## src/rtl/fetch_sequencer.sv

```systemverilog
// Instruction-fetch sequencer: PC sequencing, shared imem port (boot loader / run-time fetch),
// stall, redirect and halt handling. Optional counters are built when FETCH_PERF_EN is defined.
module fetch_sequencer #(
  parameter int                 DATA_W     = 32,
  parameter int                 IMEM_DEPTH = 32,
  parameter logic [DATA_W-1:0]  RESET_PC   = {DATA_W{1'b0}},
  parameter logic [DATA_W-1:0]  HALT_WORD  = {DATA_W{1'b1}},
  localparam int                ADDR_W     = $clog2(IMEM_DEPTH)
) (
  input  logic              clk,
  input  logic              rst_n,
  input  logic              boot_we,
  input  logic [ADDR_W-1:0] boot_addr,
  input  logic [DATA_W-1:0] boot_data,
  input  logic              boot_done,
  input  logic              pcsrc,
  input  logic [DATA_W-1:0] branch_target,
  input  logic              stall,
  input  logic [DATA_W-1:0] instr_in,
  output logic [ADDR_W-1:0] imem_addr,
  output logic              imem_we,
  output logic [DATA_W-1:0] imem_wdata,
  output logic [DATA_W-1:0] pc,
  output logic [DATA_W-1:0] adder_output,
  output logic [DATA_W-1:0] instruction,
  output logic              if_valid,
  output logic              halted
`ifdef FETCH_PERF_EN
  ,
  output logic [31:0]       perf_fetched,
  output logic [31:0]       perf_bubbles
`endif
);

  localparam logic [DATA_W-1:0] PC_ONE = {{(DATA_W-1){1'b0}}, 1'b1};

  typedef enum logic [1:0] {
    ST_BOOT    = 2'd0,
    ST_RUN     = 2'd1,
    ST_HALT    = 2'd2,
    ST_ILLEGAL = 2'd3
  } state_t;

  state_t            state_q, state_d;
  logic [DATA_W-1:0] pc_q, pc_d;
  logic [DATA_W-1:0] adder_q, adder_d;
  logic [DATA_W-1:0] instr_q, instr_d;
  logic              valid_q, valid_d;
  logic              halted_q, halted_d;
  logic              fetch_s;
  logic              bubble_s;

  // Next-state and datapath decisions; redirect beats stall beats halt beats sequential fetch.
  always_comb begin
    state_d  = state_q;
    pc_d     = pc_q;
    adder_d  = adder_q;
    instr_d  = instr_q;
    valid_d  = valid_q;
    fetch_s  = 1'b0;
    bubble_s = 1'b0;
    case (state_q)
      ST_BOOT: begin
        valid_d = 1'b0;
        if (boot_done) begin
          state_d = ST_RUN;
        end else begin
          state_d = ST_BOOT;
        end
      end
      ST_RUN: begin
        if (pcsrc) begin
          // Squash the word currently addressed; it belongs to the wrong path.
          pc_d     = branch_target;
          instr_d  = {DATA_W{1'b0}};
          valid_d  = 1'b0;
          bubble_s = 1'b1;
        end else if (stall) begin
          bubble_s = 1'b1;
        end else if (instr_in == HALT_WORD) begin
          instr_d = instr_in;
          adder_d = pc_q + PC_ONE;
          valid_d = 1'b1;
          fetch_s = 1'b1;
          state_d = ST_HALT;
        end else begin
          instr_d = instr_in;
          adder_d = pc_q + PC_ONE;
          pc_d    = pc_q + PC_ONE;
          valid_d = 1'b1;
          fetch_s = 1'b1;
        end
      end
      ST_HALT: begin
        valid_d = 1'b0;
      end
      default: begin
        state_d = ST_BOOT;
        valid_d = 1'b0;
      end
    endcase
    halted_d = (state_d == ST_HALT);
  end

  // Fetch-stage state and output registers.
  always_ff @(posedge clk or negedge rst_n) begin
    if (!rst_n) begin
      state_q  <= ST_BOOT;
      pc_q     <= RESET_PC;
      adder_q  <= RESET_PC + PC_ONE;
      instr_q  <= {DATA_W{1'b0}};
      valid_q  <= 1'b0;
      halted_q <= 1'b0;
    end else begin
      state_q  <= state_d;
      pc_q     <= pc_d;
      adder_q  <= adder_d;
      instr_q  <= instr_d;
      valid_q  <= valid_d;
      halted_q <= halted_d;
    end
  end

  // imem port ownership: the loader drives it in BOOT, the PC drives it otherwise.
  always_comb begin
    if (state_q == ST_BOOT) begin
      imem_addr  = boot_addr;
      imem_we    = boot_we;
      imem_wdata = boot_data;
    end else begin
      imem_addr  = pc_q[ADDR_W-1:0];
      imem_we    = 1'b0;
      imem_wdata = {DATA_W{1'b0}};
    end
  end

  assign pc           = pc_q;
  assign adder_output = adder_q;
  assign instruction  = instr_q;
  assign if_valid     = valid_q;
  assign halted       = halted_q;

`ifdef FETCH_PERF_EN
  logic [31:0] fetched_q, bubbles_q;

  function automatic logic [31:0] sat_inc(input logic [31:0] v);
    if (v == 32'hFFFF_FFFF) begin
      return v;
    end else begin
      return v + 32'd1;
    end
  endfunction

  // Performance counters; fetch_s/bubble_s are only raised in RUN so BOOT/HALT freeze them.
  always_ff @(posedge clk or negedge rst_n) begin
    if (!rst_n) begin
      fetched_q <= 32'd0;
      bubbles_q <= 32'd0;
    end else begin
      if (fetch_s) begin
        fetched_q <= sat_inc(fetched_q);
      end else begin
        fetched_q <= fetched_q;
      end
      if (bubble_s) begin
        bubbles_q <= sat_inc(bubbles_q);
      end else begin
        bubbles_q <= bubbles_q;
      end
    end
  end

  assign perf_fetched = fetched_q;
  assign perf_bubbles = bubbles_q;
`else
  logic unused_perf_s;
  assign unused_perf_s = fetch_s ^ bubble_s;
`endif

endmodule

```

## config.mk

```make
export PLATFORM = sky130hd
export DESIGN_NAME = fetch_sequencer
export DESIGN_NICKNAME = d
export VERILOG_FILES = /design/src/rtl/fetch_sequencer.sv
export SDC_FILE = /design/constraint.sdc
export NUM_CORES = 1
export LEC_CHECK = 0
export CAP_MARGIN = 15
export CORE_MARGIN = 3
export CORE_UTILIZATION = 30
export CTS_BUF_LIST = sky130_fd_sc_hd__clkbuf_16
export DETAILED_ROUTE_END_ITERATION = 6
export SYNTH_ARGS = -nofsm -noshare
export SYNTH_HDL_FRONTEND = slang
export SYNTH_SLANG_ARGS = --single-unit
```

## constraint.sdc

```tcl
create_clock -name clk -period 2.74 [get_ports clk]
set_input_delay 0.548 -clock clk [delete_from_list [all_inputs] [get_ports clk]]
set_output_delay 0.548 -clock clk [all_outputs]
set_load 0.02 [all_outputs]
```

======== Yosys cells after proc, flatten, opt, wreduce, memory -nomap -nowiden ========
Cells that the tools add are included.
storage, ports and cells
  bits in read-only memories .............. 0
  latch bits .............................. 0
  word-level logic and storage cells ...... 36
  memories kept ........................... 0
  memory bits (writable) .................. 0
  bits in registers ....................... 100
  input bits .............................. 107
operators by class
  add/subtract/negate cells ............... 1
  reductions and logical operators ........ 4
  multiplexer cells ....................... 16
  shift operators ......................... 0
  order comparisons ....................... 0
  multiply operators ...................... 0
  equality and inequality tests ........... 7
  bitwise operators ....................... 2
  divide/modulo/power cells ............... 0
operators with widths
  cell                                                                   count
  32-bit two-way mux                                                     6
  32-bit by 1-bit adder with 32-bit output, second input constant        1
  32-bit equality test, second input constant                            1
  2-bit two-way mux                                                      3
  2-bit one-hot mux with 3 select lines                                  1
  3-bit AND reduction                                                    2
  1-bit two-way mux                                                      5
  5-bit two-way mux                                                      1
  2-bit equality test, second input constant                             2
  2-bit inequality test, second input constant                           2
  3-bit inequality test, second input constant                           1
  2-bit by 1-bit equality test with 1-bit output, second input constant  1
  2-bit zero test                                                        1
  1-bit inverter                                                         2
  2-bit AND reduction                                                    1

======== Logic depth before layout (Yosys ltp) ========
  word-level depth ........................ 6
  gate-level depth with buffers ........... 8
  mapped depth without buffers ............ 6

======== Worst setup path before layout ========
OpenSTA, ideal clock, no wires.
  path kind ............................... reg-to-reg
  start ................................... register pc_q[0], in the netlist pc[0]
  end ..................................... register pc_q[16], in the netlist pc[16]
  path slack .............................. 414 ps
  period minus slack after synthesis ...... 2,326 ps
  buffers on the path ..................... 0
  cell stages (with the launch flop) ...... 7
  data arrival time ....................... 2,202 ps
  cell sequence ........................... dfrtp_1 > ha_1 > and3_1 > nor4b_1 > nand3_1 > a32o_1 > a211o_1
on the way
  word-level cells in the longest chain between the ends .. 4
RTL lines
  what                                      RTL line  text
  from (decl)                               45        logic [DATA_W-1:0] pc_q, pc_d;
  from (signal assigned)                    116       pc_q <= pc_d;
  32-bit by 1-bit adder with 32-bit output  89        pc_d = pc_q + PC_ONE;
  32-bit two-way mux                        80        end else if (instr_in == HALT_WORD) begin
  32-bit two-way mux                        78        end else if (stall) begin
  32-bit two-way mux                        72        if (pcsrc) begin
Every way passes these cells. The select of a mux whose other input is x is not followed.
A chain may end at the register's enable or synchronous reset.

======== Worst setup path in the final report ========
  start ................................... register state_q[0]
  end ..................................... output port imem_addr[0]
on the way
  word-level cells in the longest chain between the ends .. 2
RTL lines
  what                    RTL line  text
  from (decl)             44        state_t state_q, state_d;
  from (signal assigned)  115       state_q <= state_d;
  2-bit zero test         126       if (state_q == ST_BOOT) begin
  5-bit two-way mux       126
  to (decl)               20        output logic [ADDR_W-1:0] imem_addr,
Every way passes these cells.

==> results.txt <==
- Summing the areas of all and, or, nand and nor instances in the mapped netlist gives 22.48% of the synthesized area.
- Largest family of logic cells by synthesized area: simple AND/OR/NAND/NOR gates
- In the routed layout, each cell is associated on average with a via count of 5.410.
- Seq/Total Area, Yosys: 46.33%
- Final cycle utilization of the critical path: 95.71%
- For this run, the detailed router's first-pass iteration total came to 5.
- Max capacitance violation total: 0
- The Yosys step of the flow raised 0 warnings.
* Count of mapped cells out of synthesis: 560
* Pins over their slew limit: 0
* Pin slew with the least headroom to its limit: 0.8995 ns
- The endpoint identified for the worst register-to-register timing path is pc[12].
- Crit path largest cell delay: 0.54 ns
* Slack of the worst reg-to-reg path: 0.30 ns
- Final Hold Violating Endpoints: 0
- The largest individual stage delay along the critical path comes from the cell clkdlybuf4s50_1.
- Kind of cell with the highest combined delay on the critical path: buffers and inverters
- Bufs on Longest Clock Path: 2
- The post-route netlist has 8.492% of its cells at a drive strength greater than 1.
- Of all nets on the critical path, the largest fanout is 39.
- Residual antenna-violating net count after detailed routing: 0
- Mean area per synthesized cell: 9.650 µm²
- The run finished with clean final reports.
- Required time reported for the critical path endpoint: 2.19 ns
- In this run the cell area of the synthesized design comes to 5404 µm².
- All-layer global routing usage: 19.79%
- Clock network latency to the later pin of the worst-skew pair: 0.36 ns
* Initial antenna violation count: 1
* Critical path capture point type: output pin
* Fraction of the mapped netlist area in compound gates: 20.77%
* Area added between synthesis and finish: 56.36%
* Slew margin rel.: 39.81%
- After clock tree synthesis, the flow added hold-fix buffers numbering 0.
- Top FF cell, synth: dfrtp_1
- The die is 140.2 µm wide.
- Once the floorplan was initialized, standard cells occupied 30.92% of the core.
- Across all layers, the routed design uses 5491 vias.
* Clock transition at the registers of the reported paths: 0.07 ns
* Fin crit period: 2.623 ns
- Overall die height: 140.2 µm
- Setup repair after global routing missed its margin: false
* Share of the core filled with cells in the final layout: 48.35%
- Wire length of the first global-routing pass: 30750 µm
- The multi-input combinational cells in the finished layout cover a total of 2674 µm².
* Post-CTS setup buffer count: 0
- Net count after synthesis: 668
* Clock skew after layout: 0.01159 ns
- Summed over all layers, the global routing overflow is 0.
- For this design, the sink count on the clock tree is 100.
- Setup violations remaining at the end of the flow were counted as 0.
- Vias in the first global route: 5459
* #FFs+latches synth: 100
- The worst setup path is of the reg -> out kind.
- Post-route DRC: 0
- The synthesized netlist devotes 3.890% of its cell area to XOR and XNOR gates.
- Counting flops with a built-in enable in the synthesized netlist gives 0.
- The tightest min-delay check is of the in -> async type.
* Placed insts: 998
- The number of different library cells used by synthesis comes to 57.
- The signal on the critical path passes through nor2_2 > buf_6 > mux2_2 > clkdlybuf4s50_1.
- Input and output buffers added on the ports amount to 242.
- Number of filler cells placed in the layout: 1633
- Of the total synthesized cell area, the portion taken by full adders, half adders and majority gates is 0.2315%.
- Total routed wirelength: 19860 µm
- Dividing the detail-routed wire length by the instance count gives 19.57 µm.
- Share of flip-flops with an asynchronous set or reset: 100.0%
* I/O pin count: 243
* Placement row count: 48
* H-tree depth reported by CTS: 3
* Worst endpoint data arrival time: 2.07 ns
* Net count of the finished layout: 892
- The floorplan step defined a die boundary enclosing 19660 µm².
* WP buf/inv: 2
* Power density of the placed cells: 566.0 nW/µm²
- At the end of routability-driven placement, the weighted congestion stood at 0.8873.
- TritonCTS built the clock tree.
- The sequential cells in the finished layout cover a total of 2504 µm².
- Type of origin of the critical path: flip-flop
* Placeable core area: 17480 µm²
- DPL Wire Length: 14640 µm
- Cts bufs inserted: 9
- Peak supply drop: 0.3255 mV
* F_max: 381.3 MHz
- Entering global routing, the biggest net connects 55 pins.
* Number of non-filler instances in the completed layout: 1015
- Number of cells traversed by the worst register-to-register path: 6
- The worst register-to-register path begins at pc[0].
* Leakage power total: 3.313 nW
- For this block, the initial DRC count from the detailed router was 385.
- In the synthesized netlist, mux cells make up 1.829% of the area.
- CTS placed an instance of clkbuf_16 at the clock tree root.
## power breakdown
group          leakage [nW]  switching (mW)  total, mW  internal, mW
clock network         0.171           0.593       1.48         0.892
registers              1.19           0.213       1.88          1.67
logic                  1.95           0.698       1.42         0.721
total                  3.31            1.50       4.78          3.28
## kinds of logic after synthesis
logic type	Yosys count
compound gates	146
xor+xnor	24
fa+ha+maj	1
buf+inv	59
flops	100
mux	9
simple gates	221
## repair_timing
action                                  in CTS  in global routing
endpoints found under the setup margin       0                  4
endpoints found under the hold margin        0                  0
resized for setup                            0                  1
## sequential cells by signal, indices dropped and copies added (netlist names)
name          cells
adder_output     32
halted            1
if_valid          1
instruction      32
pc               32
state_q           2
## Yosys cell counts, drive strengths merged, types with 4 or more instances
library cell	count	area share, %
o31ai	6	0.83
xor2	10	1.6
xnor2	14	2.3
nor2	55	3.8
inv	6	0.42
o221a	6	1.3
nor4	6	0.81
o32ai	9	1.5
dfrtp	99	46
nor2b	6	0.69
nand4	20	2.6
a221o	12	2.2
a211oi	4	0.56
nand2	26	1.8
buf	17	1.5
clkbuf	36	2.5
o21ai	13	1.2
mux2	7	1.5
a21oi	31	2.9
and3	10	1.2
a22o	32	5.2
a41oi	7	1.1
and2	39	4.5
or4	6	0.83
a31oi	6	0.69
and4	7	1.1
nor3	5	0.46
nand3	15	1.4
or3	14	1.6
## cell usage in the layout, fill, tap and decap left out, types with 7 or more instances in the layout
| cell | instances |
|---|---|
| clkdlybuf4s50_1 | 240 |
| a221o_1 | 11 |
| o32ai_1 | 9 |
| inv_1 | 7 |
| mux2_2 | 7 |
| nand3_1 | 15 |
| xor2_1 | 10 |
| or3_1 | 14 |
| dfrtp_1 | 99 |
| nor2_1 | 54 |
| nand2_1 | 26 |
| and4_1 | 7 |
| a41oi_1 | 7 |
| and2_1 | 38 |
| nand4_1 | 19 |
| a21oi_1 | 30 |
| o21ai_0 | 13 |
| buf_4 | 22 |
| xnor2_1 | 14 |
| and3_1 | 10 |
| a22o_1 | 32 |
| clkbuf_16 | 9 |
## worst reg2reg max path: stages, from the launching register on
cell and delay (ns):
dfrtp_1 0.55, ha_1 0.35, nand2_1 0.18, or4_1 0.58, or3_1 0.34, o32ai_1 0.24
a221o_1 0.14
## worst max path at each step
stage               cells after the start           end  slack [ns]          from
floorplan                               6        pc[16]        0.41         pc[0]
global placement                        8        pc[17]       -0.02  instr_in[24]
detailed placement                      8        pc[17]       -0.05   instr_in[1]
CTS                                     4  imem_addr[0]        0.04    state_q[0]
global route                            4  imem_addr[0]        0.02    state_q[0]
finish                                  4  imem_addr[0]        0.12    state_q[0]
## area by class of cell
type                    count  area share [%]
multi-input cells         401           31.65
inverters                   6          0.2665
repair buffers            266           31.05
flip-flops and latches    100           29.63
clock buffers               9           2.665
diodes                      1         0.02962
clock inverters             7           1.377
well taps                 225           3.332
## metal layers
metal / share of wire, % / wire [µm] / global-route usage [%]
met2: 51 / 10110 / 34.17
met5: 0 / 0 / 0
met1: 41 / 8192 / 25.19
met4: 2.1 / 420 / 6.782
met3: 5.7 / 1142 / 3.175
## metrics by stage
stage | setup TNS [ns] | power (mW) | setup WS, ns | hold WS (ns) | cell area (µm²)
floorplan | 0 | 2.556 | 0.4140 | 0.2524 | 5404
global placement | -0.05039 | 3.315 | -0.02156 | 0.4578 | 8102
detailed placement | -0.3017 | 3.337 | -0.05482 | 0.4656 | 8102
CTS | 0 | 4.834 | 0.04111 | 0.1272 | 8443
global route | 0 | 5.017 | 0.01900 | 0.1308 | 8449
finish | 0 | 4.783 | 0.1175 | 0.1213 | 8449
(Power assumes the default switching activity.)
